**src/rtl/idex_issue_stage.sv**
```systemverilog
`default_nettype none
// ============================================================================
//  Module   : idex_issue_stage
//  Purpose  : ID/EX pipeline register for a LANES-wide issue front end.
//             Forwards a bundle of up to LANES instructions per cycle. A
//             bundle flagged for serialisation is replayed one lane per
//             cycle in ascending lane order from a shadow copy, with all
//             other lanes zeroed and decode back-pressured. Supports
//             per-lane flush, global hold, and masking of the serialisation
//             back-pressure while a fence memory request is in flight.
//
//  Ports    : clk            - clock
//             rst            - asynchronous active-high reset
//             Stall          - hold all outputs and state
//             Flush          - per-lane flush mask (overrides Stall)
//             Serialize      - bundle on `in` must issue one lane per cycle
//             Idfence_MemReq - fence memory request (registered as fence_q)
//             in / in_valid  - incoming bundle; lane i at [i*STAGE_WIDTH +:]
//             out / out_valid- registered bundle towards execute
//             IDEX_stall     - combinational back-pressure to decode
//             serial_busy    - registered, high while replaying a bundle
//
//  Revision : 1.0 - initial release
// ============================================================================
module idex_issue_stage #(
    parameter int STAGE_WIDTH = 32,
    parameter int LANES       = 2
) (
    input  logic                         clk,
    input  logic                         rst,
    input  logic                         Stall,
    input  logic [LANES-1:0]             Flush,
    input  logic                         Serialize,
    input  logic                         Idfence_MemReq,
    input  logic [LANES*STAGE_WIDTH-1:0] in,
    input  logic [LANES-1:0]             in_valid,
    output logic [LANES*STAGE_WIDTH-1:0] out,
    output logic [LANES-1:0]             out_valid,
    output logic                         IDEX_stall,
    output logic                         serial_busy
);

    localparam int BUS_W = LANES * STAGE_WIDTH;

    typedef enum logic [0:0] {
        ST_IDLE   = 1'b0,
        ST_SERIAL = 1'b1
    } state_t;

    state_t                 state;
    state_t                 state_nxt;
    logic [BUS_W-1:0]       shadow;
    logic [BUS_W-1:0]       shadow_nxt;
    logic [LANES-1:0]       remaining;
    logic [LANES-1:0]       remaining_nxt;
    logic [BUS_W-1:0]       out_nxt;
    logic [LANES-1:0]       out_valid_nxt;
    logic                   fence_q;

    // Lowest set bit as a one-hot mask (x & -x).
    logic [LANES-1:0]       in_lsb;
    logic [LANES-1:0]       rem_lsb;
    // "Two or more bits set": clearing the lowest set bit leaves something.
    logic                   in_multi;
    logic                   rem_multi;
    logic                   any_flush;
    logic                   start_cond;

    // Lane masks widened to payload bit granularity.
    logic [BUS_W-1:0]       in_lsb_bits;
    logic [BUS_W-1:0]       rem_lsb_bits;
    logic [BUS_W-1:0]       flush_bits;

    assign in_lsb     = in_valid & (~in_valid + LANES'(1));
    assign rem_lsb    = remaining & (~remaining + LANES'(1));
    assign in_multi   = |(in_valid & (in_valid - LANES'(1)));
    assign rem_multi  = |(remaining & (remaining - LANES'(1)));
    assign any_flush  = |Flush;
    assign start_cond = (state == ST_IDLE) && Serialize && in_multi;

    generate
        for (genvar i = 0; i < LANES; i++) begin : g_lane
            assign in_lsb_bits[i*STAGE_WIDTH +: STAGE_WIDTH]  = {STAGE_WIDTH{in_lsb[i]}};
            assign rem_lsb_bits[i*STAGE_WIDTH +: STAGE_WIDTH] = {STAGE_WIDTH{rem_lsb[i]}};
            assign flush_bits[i*STAGE_WIDTH +: STAGE_WIDTH]   = {STAGE_WIDTH{Flush[i]}};
        end
    endgenerate

    // Back-pressure: hold decode while a serial start is pending or while at
    // least two lanes remain to be issued. The fence only masks the signal;
    // the replay itself carries on.
    assign IDEX_stall  = ~fence_q & ((start_cond & ~any_flush) |
                                     ((state == ST_SERIAL) & rem_multi));
    assign serial_busy = (state == ST_SERIAL);

    // ------------------------------------------------------------------------
    // Next-state / next-output logic. Priority: Flush > replay > Stall > load.
    // ------------------------------------------------------------------------
    always_comb begin
        state_nxt     = state;
        shadow_nxt    = shadow;
        remaining_nxt = remaining;
        out_nxt       = out;
        out_valid_nxt = out_valid;

        if (any_flush) begin
            // Unflushed lanes only take new data on a plain IDLE load;
            // otherwise they keep their current contents.
            if ((state == ST_IDLE) && !start_cond && !Stall) begin
                out_nxt       = in;
                out_valid_nxt = in_valid;
            end
            out_nxt       = out_nxt & ~flush_bits;
            out_valid_nxt = out_valid_nxt & ~Flush;
            remaining_nxt = '0;
            state_nxt     = ST_IDLE;
        end else if (state == ST_SERIAL) begin
            if (!Stall) begin
                out_nxt       = shadow & rem_lsb_bits;
                out_valid_nxt = rem_lsb;
                remaining_nxt = remaining & ~rem_lsb;
                if (!rem_multi) begin
                    state_nxt = ST_IDLE;
                end
            end
        end else if (!Stall) begin
            if (start_cond) begin
                shadow_nxt    = in;
                out_nxt       = in & in_lsb_bits;
                out_valid_nxt = in_lsb;
                remaining_nxt = in_valid & ~in_lsb;
                state_nxt     = ST_SERIAL;
            end else begin
                // Invalid lanes still load; downstream qualifies on out_valid.
                out_nxt       = in;
                out_valid_nxt = in_valid;
            end
        end
    end

    always_ff @(posedge clk or posedge rst) begin
        if (rst) begin
            state     <= ST_IDLE;
            shadow    <= '0;
            remaining <= '0;
            out       <= '0;
            out_valid <= '0;
        end else begin
            state     <= state_nxt;
            shadow    <= shadow_nxt;
            remaining <= remaining_nxt;
            out       <= out_nxt;
            out_valid <= out_valid_nxt;
        end
    end

    always_ff @(posedge clk or posedge rst) begin
        if (rst) begin
            fence_q <= 1'b0;
        end else begin
            fence_q <= Idfence_MemReq;
        end
    end

endmodule
`default_nettype wire

```
**config.mk**
```make
export PLATFORM = sky130hd
export DESIGN_NAME = idex_issue_stage
export DESIGN_NICKNAME = d
export VERILOG_FILES = /design/src/rtl/idex_issue_stage.sv
export SDC_FILE = /design/constraint.sdc
export NUM_CORES = 1
export LEC_CHECK = 0
export CORE_MARGIN = 1.5
export CORE_UTILIZATION = 49
export CTS_BUF_LIST = sky130_fd_sc_hd__clkbuf_4
export CTS_CLUSTER_DIAMETER = 50
export DETAILED_ROUTE_END_ITERATION = 8
export PLACE_DENSITY = 0.87
export SLEW_MARGIN = 5
export SYNTH_ARGS = -nofsm -noshare
export SYNTH_HDL_FRONTEND = slang
export SYNTH_SLANG_ARGS = --single-unit
export TNS_END_PERCENT = 100
```
**constraint.sdc**
```tcl
create_clock -name clk -period 4.28 [get_ports clk]
set_clock_uncertainty 0.1 [all_clocks]
set_input_delay 0.428 -clock clk [delete_from_list [all_inputs] [get_ports clk]]
set_output_delay 0.428 -clock clk [all_outputs]
set_load 0.05 [all_outputs]
```
==> results of run 1 <==
final cells by class:
cell class                 instances  area, um^2
fill                             721        2973
sequential                       101        2527
multi-input combinational        285        2081
timing repair buffer             148        1456
tap                              129       161.4
clock buffer                       9       67.56
clock inverter                     7       47.55
inverter                           3       13.76
cells by family (layout without fill, tap and decap cells):
family	count (synthesis)	in the layout
AO/OA/AOI/OAI	138	138
buffers and inverters	46	167
flip-flops	101	101
multiplexers	32	32
AND/OR/NAND/NOR	115	115
worst max path at each step:
stage	cells after the start	slack (ps)	startpoint	endpoint
2_1_floorplan	1	1100	rst	fence_q
3_3_place_gp	7	1190	Stall	out[46]
3_5_place_dp	7	1070	Stall	out[46]
4_1_cts	5	1270	in_valid[0]	IDEX_stall
5_1_grt	5	1150	Flush[0]	IDEX_stall
6_report	5	1300	in_valid[0]	IDEX_stall
layout by cell type, fill, tap and decap left out, types with 5 or more instances in the layout:
master / count
clkbuf_4: 9
a22o_1: 33
buf_4: 8
o22a_1: 32
a22oi_1: 32
nor3_1: 36
mux2_2: 29
a221oi_1: 32
nand2_1: 5
nor2_1: 67
clkdlybuf4s50_1: 139
dfrtp_1: 101
sequential cells by signal (all words and copies together) (netlist names):
name,cells
fence_q,1
serial_busy,1
out_valid,2
remaining,1
shadow,32
out,64
stage by stage:
| stage | utilization | cell area (um^2) | power (mW) | setup slack, ps |
|---|---|---|---|---|
| after CTS | 0.6813 | 6355 | 2.204 | 1271 |
| after floorplan | - | 4768 | 1.515 | 1105 |
| final | 0.6813 | 6355 | 2.187 | 1296 |
| after global placement | 0.6689 | 6240 | 1.737 | 1190 |
| after detailed placement | 0.6689 | 6240 | 1.761 | 1065 |
| after global routing | 0.6813 | 6355 | 2.292 | 1154 |
power by group through the flow:
stage	registers (mW)	clock network (mW)	logic, mW
floorplan	1.30	0	0.215
global placement	1.14	0	0.595
detailed placement	1.15	0	0.611
CTS	1.13	0.459	0.612
global route	1.15	0.497	0.649
finish	1.13	0.445	0.608
critical path, cell delays in order:
cell,delay [ps]
clkdlybuf4s50_1,660
and3_1,280
nand2_1,80
nor3_1,160
clkdlybuf4s50_1,840
layer usage:
metal  global-route usage  wire, um
met1               0.3297      5182
met2               0.4046      6115
met3              0.06349      1034
met4              0.07158       162
met5                    0         0
==> impl_results.md, run 1 <==
* Final Max Slew Viols at 0
* Drt first pass iters at 5
* Worst hold-check path type: in2reg
* Syn avg cell area at 11.04 um^2
* CP arrival at 2460 ps
* WHS Path Cells at 1
* Asr flop ratio synth at 1.000
* Post-synthesis register bit count at 101
* Netlist cell types at 30
* Vias in the first global route at 4081
* Via density at 6.078
* Post-synth EDFFs at 0
* Simple-gate share of the synthesized area at 0.1036
* Complex-gate fraction of the synthesized area at 0.2474
* Sw Pwr at 746.4 uW
* Synth Flop Type: dfrtp_1
* WL/cell at 18.32 um
* Worst slew pin tran at 1208 ps
* Die height at 101.6 um
* HPWL Detailed at 8.085 mm
* Main combinational cell family by area after synthesis: compound AO/OA/AOI/OAI gates
* Most common cell in the netlist: dfrtp_1
* Clock share of power at 0.203
* Synthesized-area fraction occupied by adder cells at 0
* Switching part of the total at 0.3412
* H-tree levels at 3
* Syn Nets at 505
* Status: complete, no violations
* Logic pwr share at 0.278
* Reg-to-reg startpoint: serial_busy
* Multiplexer share of the synthesized area at 0.07557
* I/O pins at 141
* Gr usage total at 0.2484
* DRC at 0
* Root Driver: clkbuf_4
* Reg2reg path depth at 4
* Final WL at 12.49 mm
* Cell area after synthesis at 0.004768 mm^2
* 1st-iter DRT viols at 371
* Largest area contributor in the netlist: dfrtp_1
* CP Launch Type: primary input
* Rows at 35
* Area share of the largest cell type after synthesis at 0.5300
* CTS Buf Count at 9
* Hold endpoint: fence_q
* Hold Slack at 315.0 ps
* GP Congestion at 0.7536
* DRT antenna net count at 0
* Final non-filler cell total at 682
* Clock Sinks at 101
* Crit. End Element: primary output
* Final min period at 2984 ps
* Sequential share of the synthesized area at 0.5300
* Final nets at 621
* Crit path max fanout at 6
* Die W at 101.6 um
* Synth cell count leaders: dfrtp_1, nor2_1, nor3_1, a22o_1
* Unrepaired setup endpoints after global routing: false
* Internal power at 1.441 mW
* CP Class: in2out
* Clock insertion delay at the later pin of the skew report at 430 ps
* Synth top area cells: dfrtp_1, mux2_2, a22o_1, a221oi_1, o22a_1
* Syn. warnings at 0
* Syn-to-layout area delta at 33.27%
* P per Cell Area at 344.2 mW/mm^2
* P_leak at 2.713 nW
* Core footprint at 0.009328 mm^2
* PortBufs at 140
* Final worst-path cycle share at 0.6972
* Worst-path clk slew at 150 ps
* Setup-failing EPs final at 0
* Hold Path Origin: Idfence_MemReq
* Worst vdd ir at 0.0001876 V
* Register share of total power at 0.519
* Fmax achieved at 335.1 MHz
* Clock tree buffer depth at 2
* Final Hold Violating Endpoints at 0
* Resized Gates After CTS at 0
* XOR/XNOR Fraction of Synth Area at 0
* Cts hold-fix bufs at 0
* Layout cell share with drive strength beyond 1 at 0.1103
* Slew margin rel. at 0.1946
* Diodes inserted at 0
* Starting density of the core at 0.5112
* Die area at 0.01033 mm^2
* Mapped Cells at 432
* Via count at 4145
* First-pass GRT wire length at 20.13 mm
* Worst reg2reg path endpoint: out[36]
* Post-CTS setup buffers at 0
* TritonCTS clock tree: built
* Largest net degree at the start of global routing at 78
* R2R Setup Slk at 1640 ps
* Setup_tns at 0 ps
* Maxcap violations at 0
* Total global routing overflow at 0
* Initial antenna violation count at 0
* Dpl cells at 666
* Critical path required time at 3750 ps
Power figures use the tool's default switching activity.
==> inputs of run 2 (changes only) <==
--- a/config.mk
+++ b/config.mk
@@ -6,11 +6,11 @@
 export NUM_CORES = 1
 export LEC_CHECK = 0
 export CORE_MARGIN = 1.5
-export CORE_UTILIZATION = 49
+export CORE_UTILIZATION = 44
 export CTS_BUF_LIST = sky130_fd_sc_hd__clkbuf_4
 export CTS_CLUSTER_DIAMETER = 50
 export DETAILED_ROUTE_END_ITERATION = 8
-export PLACE_DENSITY = 0.87
+export PLACE_DENSITY = 0.82
 export SLEW_MARGIN = 5
 export SYNTH_ARGS = -nofsm -noshare
 export SYNTH_HDL_FRONTEND = slang
==> constraint.sdc (replaced) <==
create_clock -name clk -period 2.45 [get_ports clk]
set_clock_uncertainty 0.1 [all_clocks]
set_input_delay 0.245 -clock clk [delete_from_list [all_inputs] [get_ports clk]]
set_output_delay 0.245 -clock clk [all_outputs]
set_load 0.05 [all_outputs]
==> run 2 against run 1 <==
Net effect: final area increased by 2.8%; sequential share of layout area decreased by 1.1 points; clock power increased by 110%; total power increased by 84%; die area increased by 11%; worst setup slack got worse by 1200 ps; critical path depth decreased by 3; register-to-register slack got worse by 1200 ps; utilization decreased by 5.4 points.
==> impl_results.md, run 2 (same netlist as run 1, synthesis figures left out) <==
* Status: complete, no violations
* CP arrival at 1980 ps
* Filler cells at 823
* Worst hold-check path type: in2reg
* Slew margin rel. at 0.5096
* Register area at 0.002527 mm^2
* CP Launch Type: flop
* Drt first pass iters at 5
* Post-route design area at 0.006531 mm^2
* Worst slew pin tran at 735.7 ps
* WL/cell at 18.17 um
* CP Class: reg2out
* P per Cell Area at 615.2 mW/mm^2
* DRC at 0
* Layout cell share with drive strength beyond 1 at 0.1292
* Crit path max-delay family: buffers and inverters
* Power Total at 4.018 mW
* Final WL at 12.74 mm
* Biggest register: out
* CP cell instances: buf_4 -> clkdlybuf4s50_1
* I/O pins at 141
* Crit path max fanout at 8
* CTS Buf Count at 9
* Post-layout util at 0.6270
* Clock Sinks at 101
* Via count at 4146
* Die area at 0.01147 mm^2
* Root Driver: clkbuf_4
* Area of the multi-input gates at 0.002081 mm^2
* Crit. End Element: primary output
* Cts hold-fix bufs at 0
* Vias in the first global route at 4114
* Rows at 37
* Worst-path clk slew at 160 ps
* Max incr delay on CP at 850 ps
* Core footprint at 0.01042 mm^2
* HPWL Detailed at 8.291 mm
* Largest regs: out: 64 flops, shadow: 32 flops, out_valid: 2 flops
* Final Max Slew Viols at 0
* Syn-to-layout area delta at 36.97%
* Resized Gates After CTS at 0
* Pre-CTS setup slack at -149.5 ps
* Worst path bufs/invs at 2
* Setup slack after layout at 123.9 ps
* TritonCTS clock tree: built
* Clock tree buffer depth at 2
* Dpl cell area at 0.006367 mm^2
* Clock insertion delay at the later pin of the skew report at 450 ps
* Die W at 107.1 um
* Commonest non-fill, non-tap cell in the layout: clkdlybuf4s50_1
* Unrepaired setup endpoints after global routing: false
* Fmax achieved at 429.9 MHz
* Worst vdd ir at 0.0002956 V
* First-pass GRT wire length at 20.52 mm
* Starting density of the core at 0.4578
* GP Congestion at 0.8039
* Final Hold Violating Endpoints at 0
* Setup-failing EPs final at 0
* Post-CTS setup buffers at 0
* Most frequent cells in the layout: clkdlybuf4s50_1, dfrtp_1, nor2_1, nor3_1, a22o_1
* Max reg flops at 64
* Final worst-path cycle share at 0.9494
* Gr usage total at 0.2266
* P_leak at 2.799 nW
* Largest net degree at the start of global routing at 102
* Maxcap violations at 0
* Final min period at 2326 ps
* DRT antenna net count at 0
* Die height at 107.1 um
* CP max-delay cell: clkdlybuf4s50_1
* PortBufs at 140
* Critical path required time at 2110 ps
* H-tree levels at 3
* Initial antenna violation count at 0
* Diodes inserted at 0
* Via density at 5.914
* Total global routing overflow at 0
* 1st-iter DRT viols at 208
* Final nets at 633
## run 2: area by class of cell
class	instances	share of cell area
Clock buffer	10	0.01149
Clock inverter	6	0.01188
Inverter	3	0.002299
Multi-Input combinational cell	285	0.3186
Sequential cell	101	0.3870
Tap cell	136	0.02605
Timing Repair Buffer	160	0.2427
## run 2: power by group
| part | internal [mW] | leakage, nW | switching, mW |
|---|---|---|---|
| clock network | 0.417 | 0.0852 | 0.540 |
| registers | 1.85 | 1.32 | 0.131 |
| logic | 0.465 | 1.40 | 0.614 |
## run 2: stage by stage
| step | instances | hold WS, ps | TNS, ps |
|---|---|---|---|
| final | 701 | 111.1 | 0 |
| after detailed placement | 684 | 389.8 | -4420 |
| after CTS | 700 | 95.32 | 0 |
| after floorplan | 432 | 176.4 | 0 |
| after global routing | 701 | 96.18 | 0 |
| after global placement | 684 | 390.0 | -463.8 |
## run 2: final timing paths
path                             start     endpoint  slack, ps  cells past startpoint
max                        serial_busy  serial_busy        120                      2
min                           Flush[1]      out[46]        110                      2
max reg2reg                serial_busy      out[56]        480                      6
min reg2reg                     out[3]       out[3]        420                      1
max in group asynchronous          rst      fence_q       1620                      3
min in group asynchronous          rst      out[20]        180                      3
## run 2: layer usage
metal / GRT usage / share of wire
met1: 0.2909 / 0.42
met2: 0.3731 / 0.49
met3: 0.05836 / 0.074
met4: 0.07429 / 0.015
met5: 0 / 0
